`src/rtl/bcd_seg_scan_if.sv`:
```
// rtl/bcd_seg_scan_if.sv - digit load and display drive signals of the BCD scanner
interface bcd_seg_scan_if #(
  parameter int DIGITS = 2
);
  logic [4*DIGITS-1:0] bcd_in;
  logic                in_valid;
  logic [6:0]          seg;
  logic [DIGITS-1:0]   an;
  logic                frame_done;

  modport master (
    output bcd_in,
    output in_valid,
    input  seg,
    input  an,
    input  frame_done
  );

  modport slave (
    input  bcd_in,
    input  in_valid,
    output seg,
    output an,
    output frame_done
  );
endinterface

```
`src/rtl/bcd_seg_scan.sv`:
```
// rtl/bcd_seg_scan.sv - multiplexed 7-segment BCD scanner (optional BCD_SEG_SCAN_LZB_EN: leading-zero blanking)
module bcd_seg_scan #(
  parameter int DIGITS = 2,
  parameter int DIV    = 4
) (
  input  logic          clk,
  input  logic          rst,
  bcd_seg_scan_if.slave bus
);

  localparam int IW = (DIGITS > 1) ? $clog2(DIGITS) : 1;
  localparam int PW = (DIV > 1) ? $clog2(DIV) : 1;
  localparam logic [IW-1:0] IDX_LAST  = IW'(DIGITS - 1);
  localparam logic [PW-1:0] PRESC_END = PW'(DIV - 1);

  typedef enum logic {SHOW, GUARD} state_t;

  state_t              state;
  logic [IW-1:0]       idx;
  logic [PW-1:0]       presc;
  logic [4*DIGITS-1:0] disp;
  logic [3:0]          cur_digit;
  logic [6:0]          cur_seg;

  // active-low g..a pattern; 10..15 show a dash
  function automatic logic [6:0] encode(input logic [3:0] d);
    case (d)
      4'd0:    encode = 7'h40;
      4'd1:    encode = 7'h79;
      4'd2:    encode = 7'h24;
      4'd3:    encode = 7'h30;
      4'd4:    encode = 7'h19;
      4'd5:    encode = 7'h12;
      4'd6:    encode = 7'h02;
      4'd7:    encode = 7'h78;
      4'd8:    encode = 7'h00;
      4'd9:    encode = 7'h10;
      default: encode = 7'h3F;
    endcase
  endfunction

  // segment pattern of the digit currently being scanned
`ifdef BCD_SEG_SCAN_LZB_EN
  logic zero_run;
  always_comb begin
    cur_digit = 4'd0;
    for (int k = 0; k < DIGITS; k++) begin
      if (idx == IW'(k)) cur_digit = disp[4*k +: 4];
    end
    cur_seg  = encode(cur_digit);
    zero_run = 1'b1;
    // walk down from the top digit; blank while every digit at and above is zero
    for (int k = DIGITS - 1; k > 0; k--) begin
      zero_run = zero_run & (disp[4*k +: 4] == 4'd0);
      if (zero_run && (idx == IW'(k))) cur_seg = 7'h7F;
    end
  end
`else
  always_comb begin
    cur_digit = 4'd0;
    for (int k = 0; k < DIGITS; k++) begin
      if (idx == IW'(k)) cur_digit = disp[4*k +: 4];
    end
    cur_seg = encode(cur_digit);
  end
`endif

  // digit register: loads whenever in_valid, independent of scan state
  always_ff @(posedge clk or negedge rst) begin
    if (!rst) begin
      disp <= '0;
    end else if (bus.in_valid) begin
      disp <= bus.bcd_in;
    end
  end

  // scan FSM; outputs are registered from the pre-edge state so a slot's first cycle is visible right after the edge
  always_ff @(posedge clk or negedge rst) begin
    if (!rst) begin
      state          <= SHOW;
      idx            <= '0;
      presc          <= '0;
      bus.seg        <= 7'h7F;
      bus.an         <= '1;
      bus.frame_done <= 1'b0;
    end else begin
      case (state)
        SHOW: begin
          bus.seg        <= cur_seg;
          bus.an         <= ~(DIGITS'(1) << idx);
          bus.frame_done <= 1'b0;
          if (presc == PRESC_END) begin
            state <= GUARD;
          end else begin
            presc <= presc + 1'b1;
          end
        end
        GUARD: begin
          bus.seg        <= 7'h7F;
          bus.an         <= '1;
          bus.frame_done <= (idx == IDX_LAST);
          state          <= SHOW;
          presc          <= '0;
          idx            <= (idx == IDX_LAST) ? '0 : idx + 1'b1;
        end
        default: begin
          state <= SHOW;
        end
      endcase
    end
  end

endmodule

```
`src/flat_wrapper.sv`:
```
// flat-port wrapper written by rule: the top's interface ports become plain ports
module bcd_seg_scan_flat 
#(
  parameter int DIGITS = 2,
  parameter int DIV    = 4
)
  (clk, rst, bus_bcd_in, bus_in_valid, bus_seg, bus_an, bus_frame_done);
  bcd_seg_scan_if #(.DIGITS(DIGITS)) bus_i ();
  input  logic clk;
  input  logic rst;
  input wire logic [$bits(bus_i.bcd_in)-1:0] bus_bcd_in;
  input wire logic [$bits(bus_i.in_valid)-1:0] bus_in_valid;
  output wire logic [$bits(bus_i.seg)-1:0] bus_seg;
  output wire logic [$bits(bus_i.an)-1:0] bus_an;
  output wire logic [$bits(bus_i.frame_done)-1:0] bus_frame_done;
  assign bus_i.bcd_in = bus_bcd_in;
  assign bus_i.in_valid = bus_in_valid;
  assign bus_seg = bus_i.seg;
  assign bus_an = bus_i.an;
  assign bus_frame_done = bus_i.frame_done;
  bcd_seg_scan #(.DIGITS(DIGITS), .DIV(DIV)) u_core (.clk(clk), .rst(rst), .bus(bus_i));
endmodule
```
`config.mk`:
```
export PLATFORM = sky130hd
export DESIGN_NAME = bcd_seg_scan_flat
export DESIGN_NICKNAME = d
export VERILOG_FILES = /design/src/rtl/bcd_seg_scan_if.sv /design/src/rtl/bcd_seg_scan.sv /design/src/flat_wrapper.sv
export SDC_FILE = /design/constraint.sdc
export NUM_CORES = 1
export LEC_CHECK = 0
export CORE_ASPECT_RATIO = 0.8
export CORE_UTILIZATION = 45
export CTS_CLUSTER_DIAMETER = 200
export DETAILED_ROUTE_END_ITERATION = 10
export MAX_ROUTING_LAYER = met4
export PLACE_DENSITY = 0.73
export SLEW_MARGIN = 30
export SYNTH_ARGS = -nofsm -noshare
export SYNTH_HDL_FRONTEND = slang
export SYNTH_SLANG_ARGS = --single-unit
```
`constraint.sdc`:
```
create_clock -name clk -period 1.7 [get_ports clk]
set_input_delay 0.255 -clock clk [delete_from_list [all_inputs] [get_ports clk]]
set_output_delay 0.255 -clock clk [all_outputs]
set_load 0.05 [all_outputs]
```
==> results <==
- Setup violations remaining at the end of the flow were counted as 0.
- For the worst setup path, the data arrival time is 1.86 ns.
- The clock tree root driver cell is sky130_fd_sc_hd__clkbuf_4.
- The die area is 2650 um2.
- The average footprint of a synthesized cell is 12.5 um2.
- Of the post-synthesis cell area, the dominant cell type holds 0.295.
- The worst setup slack after layout is 0.0929 ns.
- For this block, the initial DRC count from the detailed router was 21.
- The detailed router placed about 730 vias in this run.
- The floorplan die height is 46.2 um.
- Input and output buffers added on the ports amount to 20.
- In this run, synthesis produced a sequential element count of 22.
- The peak fanout along the critical path is 4.
- The stage delay of the slowest cell on the critical path is approximately 0.47 ns.
- The tree built by TritonCTS fans out to 22 sinks.
- The width of the die is approximately 57 um.
- Power spread over the standard cell area amounts to 852 nW/um2.
- The TritonCTS clock tree is done.
- The flow ran to the end, but the final reports show violations.
- Before CTS, the worst setup slack after placement is about 0.11 ns.
- The setup path with the least slack is of type flop to flop.
- Dividing the detail-routed wire length by the instance count gives 15.3 um.
- The count of unresolved DRC violations after routing is 2.
- The worst clock skew on the final layout is 0.00231 ns.
- Registers take 563 um2.
- The total iterations of the first detailed-routing run is 7.
- The I/O pin count is 21.
- The checks that failed: design-rule violations.
- The most utilized layer in the global route result is met2.
- The leakage power is 0.607 nW.
- The final layout contains routed wiring with a total length of 2110 um.
- Sorting the synthesized cells by area gives the leading types as sky130_fd_sc_hd__dfrtp_1 (30%), sky130_fd_sc_hd__dfstp_2 (21%), sky130_fd_sc_hd__mux2_2 (8.2%), sky130_fd_sc_hd__ha_1 (8.0%), sky130_fd_sc_hd__mux2i_1 (2.7%).
- TritonCTS created 3 clock buffers.
- The worst endpoint required time is 1.95 ns.
- For this run, the top clock speed supported by timing is 0.622 GHz.
- The largest buffer count on any clock path is 2.
- After clock tree synthesis, the flow added hold-fix buffers numbering 0.
- Entering global routing, the biggest net connects 23 pins.
- In the final layout, the multi-input gates occupy 527 um2.
- The post-synthesis to final-layout area growth is 24.7%.
- The count of distinct cell types in the synthesized netlist is 28.
- The share of the Yosys chip area taken by registers is 0.510.
- The slowest cell on the critical path is sky130_fd_sc_hd__dfrtp_2.
- The post-DP HPWL is between 1500 and 2000 um.
- Across every metal layer, demand over resource in global routing totals 0.172.
- The global-route congestion overflow total is 0.
- The CTS H-tree depth is 1.
- The later-pin clock latency in the skew report is about 0.31 ns.
- The initial antenna violation count is 0.
- The met1 capacity usage during global routing is 0.213.
- The minimum clock period after layout is 1.61 ns.
- The initial utilization of the core area, before any placement, comes to 0.493.
- The final layout net count is 132.
- For this run, global-route usage on met3 was measured as 0.0506.
- The repair_antennas step left the layout with diodes totalling 0.
- Of the cells placed in the final design, the portion with a size suffix greater than 1 is 0.381.
- Headroom to the max-slew limit came out at 0.667.
- The mean number of vias per cell is 5.30.
- The standard cell core area is between 2000 and 2500 um2.
- At the pin with the least slew margin, the transition time is 0.501 ns.
- Counting every instance in the synthesized netlist gives 88.
- STA classifies the critical path startpoint as a flop.
- The clock slew seen by the registers of the worst setup and hold paths is 0.11 ns.
- The worst setup path is captured at a flop.
- The number of violations of the max-capacitance limit is 0.
- The number of hold violations in the final report is 0.
- VDD sags by at most 0.497 mV.
- At the end of routability-driven placement, the weighted congestion stood at 0.851.
- The most numerous cell on the critical path is sky130_fd_sc_hd__nand2b_1.
- The startpoint of the lowest-slack register-to-register path is u_core.idx.
- The Yosys step of the flow raised 0 warnings.
- The class of the worst hold path is input port to asynchronous set/reset pin.
- The critical path goes through mux2i_4 -> inv_1 -> ha_1 -> nand2b_1 -> a32oi_2 -> o21ai_0 -> nand2b_1.
- The count of standard-cell rows is 15.
- The overall power consumption is 1.17 mW.
- The area of the mapped netlist is 1100 um2.
- The first-pass GRT wire length is roughly 3100 um.
- The number of global-route vias before repair came to 702.
- For this run, the share of the core covered by cells in the final layout is 0.615.
- The number of max-slew violations in the final report came to 0.
- The library cell with the largest summed area after synthesis is sky130_fd_sc_hd__dfrtp_1.
- In this run the remaining antenna-violating nets after routing total 0.
- The worst register-to-register path ends at u_core.bus.seg[3].
- The global routing met2 resource utilization is 0.282.
- For the worst flop-to-flop path, the logic depth is 7.
- The layout has 175 filler cells.
- When the netlist entered floorplanning its net count stood at 106.
- The reg2reg setup slack is 0.09 ns.
- The share of the clock period used by the worst path is 0.945.
==> stage by stage <==
step                cells  hold slack, ns  area [um2]  TNS [ns]
floorplan              88         -0.0406        1100         0
CTS                   138           0.273        1340         0
global route          138           0.292        1370   -0.0375
detailed placement    134           0.529        1320         0
finish                138           0.276        1370         0
global placement      134           0.512        1320         0
==> worst max-delay path: cells and delay by family (launching register included) <==
kind,cells,cell delay (ns)
AND/OR/NAND/NOR,2,0.18
adder cells (fa/ha/maj),1,0.20
buffers and inverters,1,0.11
AO/OA/AOI/OAI,2,0.29
multiplexers,1,0.29
flip-flops,1,0.47
==> report_power, final <==
part	switching [mW]	internal (mW)	leakage (nW)	total [mW]
Clock	0.155	0.0918	0.0150	0.246
Combinational	0.184	0.124	0.349	0.308
Sequential	0.0321	0.583	0.243	0.615
Total	0.371	0.799	0.607	1.17
==> layout by cell type (no fill, tap or decap), drive strengths merged <==
| master | n |
|---|---|
| a21o | 2 |
| a21oi | 6 |
| a311o | 1 |
| a32o | 1 |
| a32oi | 2 |
| and2 | 1 |
| buf | 14 |
| clkbuf | 4 |
| clkdlybuf4s50 | 10 |
| dfrtp | 13 |
| dfstp | 9 |
| dlygate4sd2 | 1 |
| ha | 7 |
| inv | 3 |
| mux2 | 9 |
| mux2i | 4 |
| nand2 | 4 |
| nand2b | 4 |
| nor2 | 6 |
| nor2b | 2 |
| o211ai | 1 |
| o21ai | 2 |
| o21bai | 4 |
| or2 | 1 |
| xor2 | 2 |
==> flip-flops by register name, indices dropped and copies added (netlist names) <==
signal / flops
u_core.bus.seg: 7
u_core.presc: 2
u_core.bus.an: 2
u_core.idx: 1
u_core.state: 1
u_core.bus.frame_done: 1
u_core.disp: 8
==> logic make-up after synthesis <==
| logic type | count (synthesis) | synth area share |
|---|---|---|
| AO/OA/AOI/OAI | 19 | 0.135 |
| XOR/XNOR | 2 | 0.0159 |
| adder cells (fa/ha/maj) | 7 | 0.0795 |
| buffers and inverters | 7 | 0.0375 |
| flip-flops | 22 | 0.510 |
| multiplexers | 13 | 0.135 |
| AND/OR/NAND/NOR | 18 | 0.0864 |
==> worst max-delay path by stage <==
stage                         to        from  slack, ns  cells after the start
2_1_floorplan  u_core.bus.seg[3]  u_core.idx       0.09                      8
3_3_place_gp   u_core.bus.seg[0]  u_core.idx       0.16                      6
3_5_place_dp   u_core.bus.seg[5]  u_core.idx       0.11                      6
4_1_cts        u_core.bus.seg[5]  u_core.idx       0.07                      6
5_1_grt        u_core.bus.seg[0]  u_core.idx      -0.03                      7
6_report       u_core.bus.seg[3]  u_core.idx       0.09                      7
==> area by class of cell <==
class / instances / area share
Clock buffer: 4 / 0.0191
Inverter: 3 / 0.00820
Multi-Input combinational cell: 59 / 0.384
Sequential cell: 22 / 0.410
Tap cell: 25 / 0.0228
Timing Repair Buffer: 25 / 0.156
==> cell usage after synthesis <==
| master | instances |
|---|---|
| sky130_fd_sc_hd__a21o_1 | 1 |
| sky130_fd_sc_hd__a21o_4 | 1 |
| sky130_fd_sc_hd__a21oi_1 | 5 |
| sky130_fd_sc_hd__a21oi_4 | 1 |
| sky130_fd_sc_hd__a311o_1 | 1 |
| sky130_fd_sc_hd__a32o_1 | 1 |
| sky130_fd_sc_hd__a32oi_1 | 2 |
| sky130_fd_sc_hd__and2_1 | 1 |
| sky130_fd_sc_hd__buf_6 | 2 |
| sky130_fd_sc_hd__clkbuf_1 | 2 |
| sky130_fd_sc_hd__dfrtp_1 | 13 |
| sky130_fd_sc_hd__dfstp_2 | 9 |
| sky130_fd_sc_hd__ha_1 | 7 |
| sky130_fd_sc_hd__inv_1 | 3 |
| sky130_fd_sc_hd__mux2_2 | 8 |
| sky130_fd_sc_hd__mux2_4 | 1 |
| sky130_fd_sc_hd__mux2i_1 | 3 |
| sky130_fd_sc_hd__mux2i_2 | 1 |
| sky130_fd_sc_hd__nand2_1 | 4 |
| sky130_fd_sc_hd__nand2b_1 | 4 |
| sky130_fd_sc_hd__nor2_1 | 6 |
| sky130_fd_sc_hd__nor2b_1 | 1 |
| sky130_fd_sc_hd__nor2b_4 | 1 |
| sky130_fd_sc_hd__o211ai_1 | 1 |
| sky130_fd_sc_hd__o21ai_0 | 2 |
| sky130_fd_sc_hd__o21bai_1 | 4 |
| sky130_fd_sc_hd__or2_2 | 1 |
| sky130_fd_sc_hd__xor2_1 | 2 |
==> what timing repair did <==
| action | CTS | global route |
|---|---|---|
| gates resized for setup | 1 | 5 |
| pin swaps | 0 | 0 |
| setup buffers | 0 | 0 |
| setup endpoints to repair | 1 | 3 |
==> metal layers <==
metal | part of all wire | vias to the layer above
met5 | 0 | -
met4 | 0.0076 | 0
met3 | 0.033 | 3
met2 | 0.50 | 13
met1 | 0.46 | 358
li1 | - | 357
No activity file was read; power rests on OpenSTA's default activity.
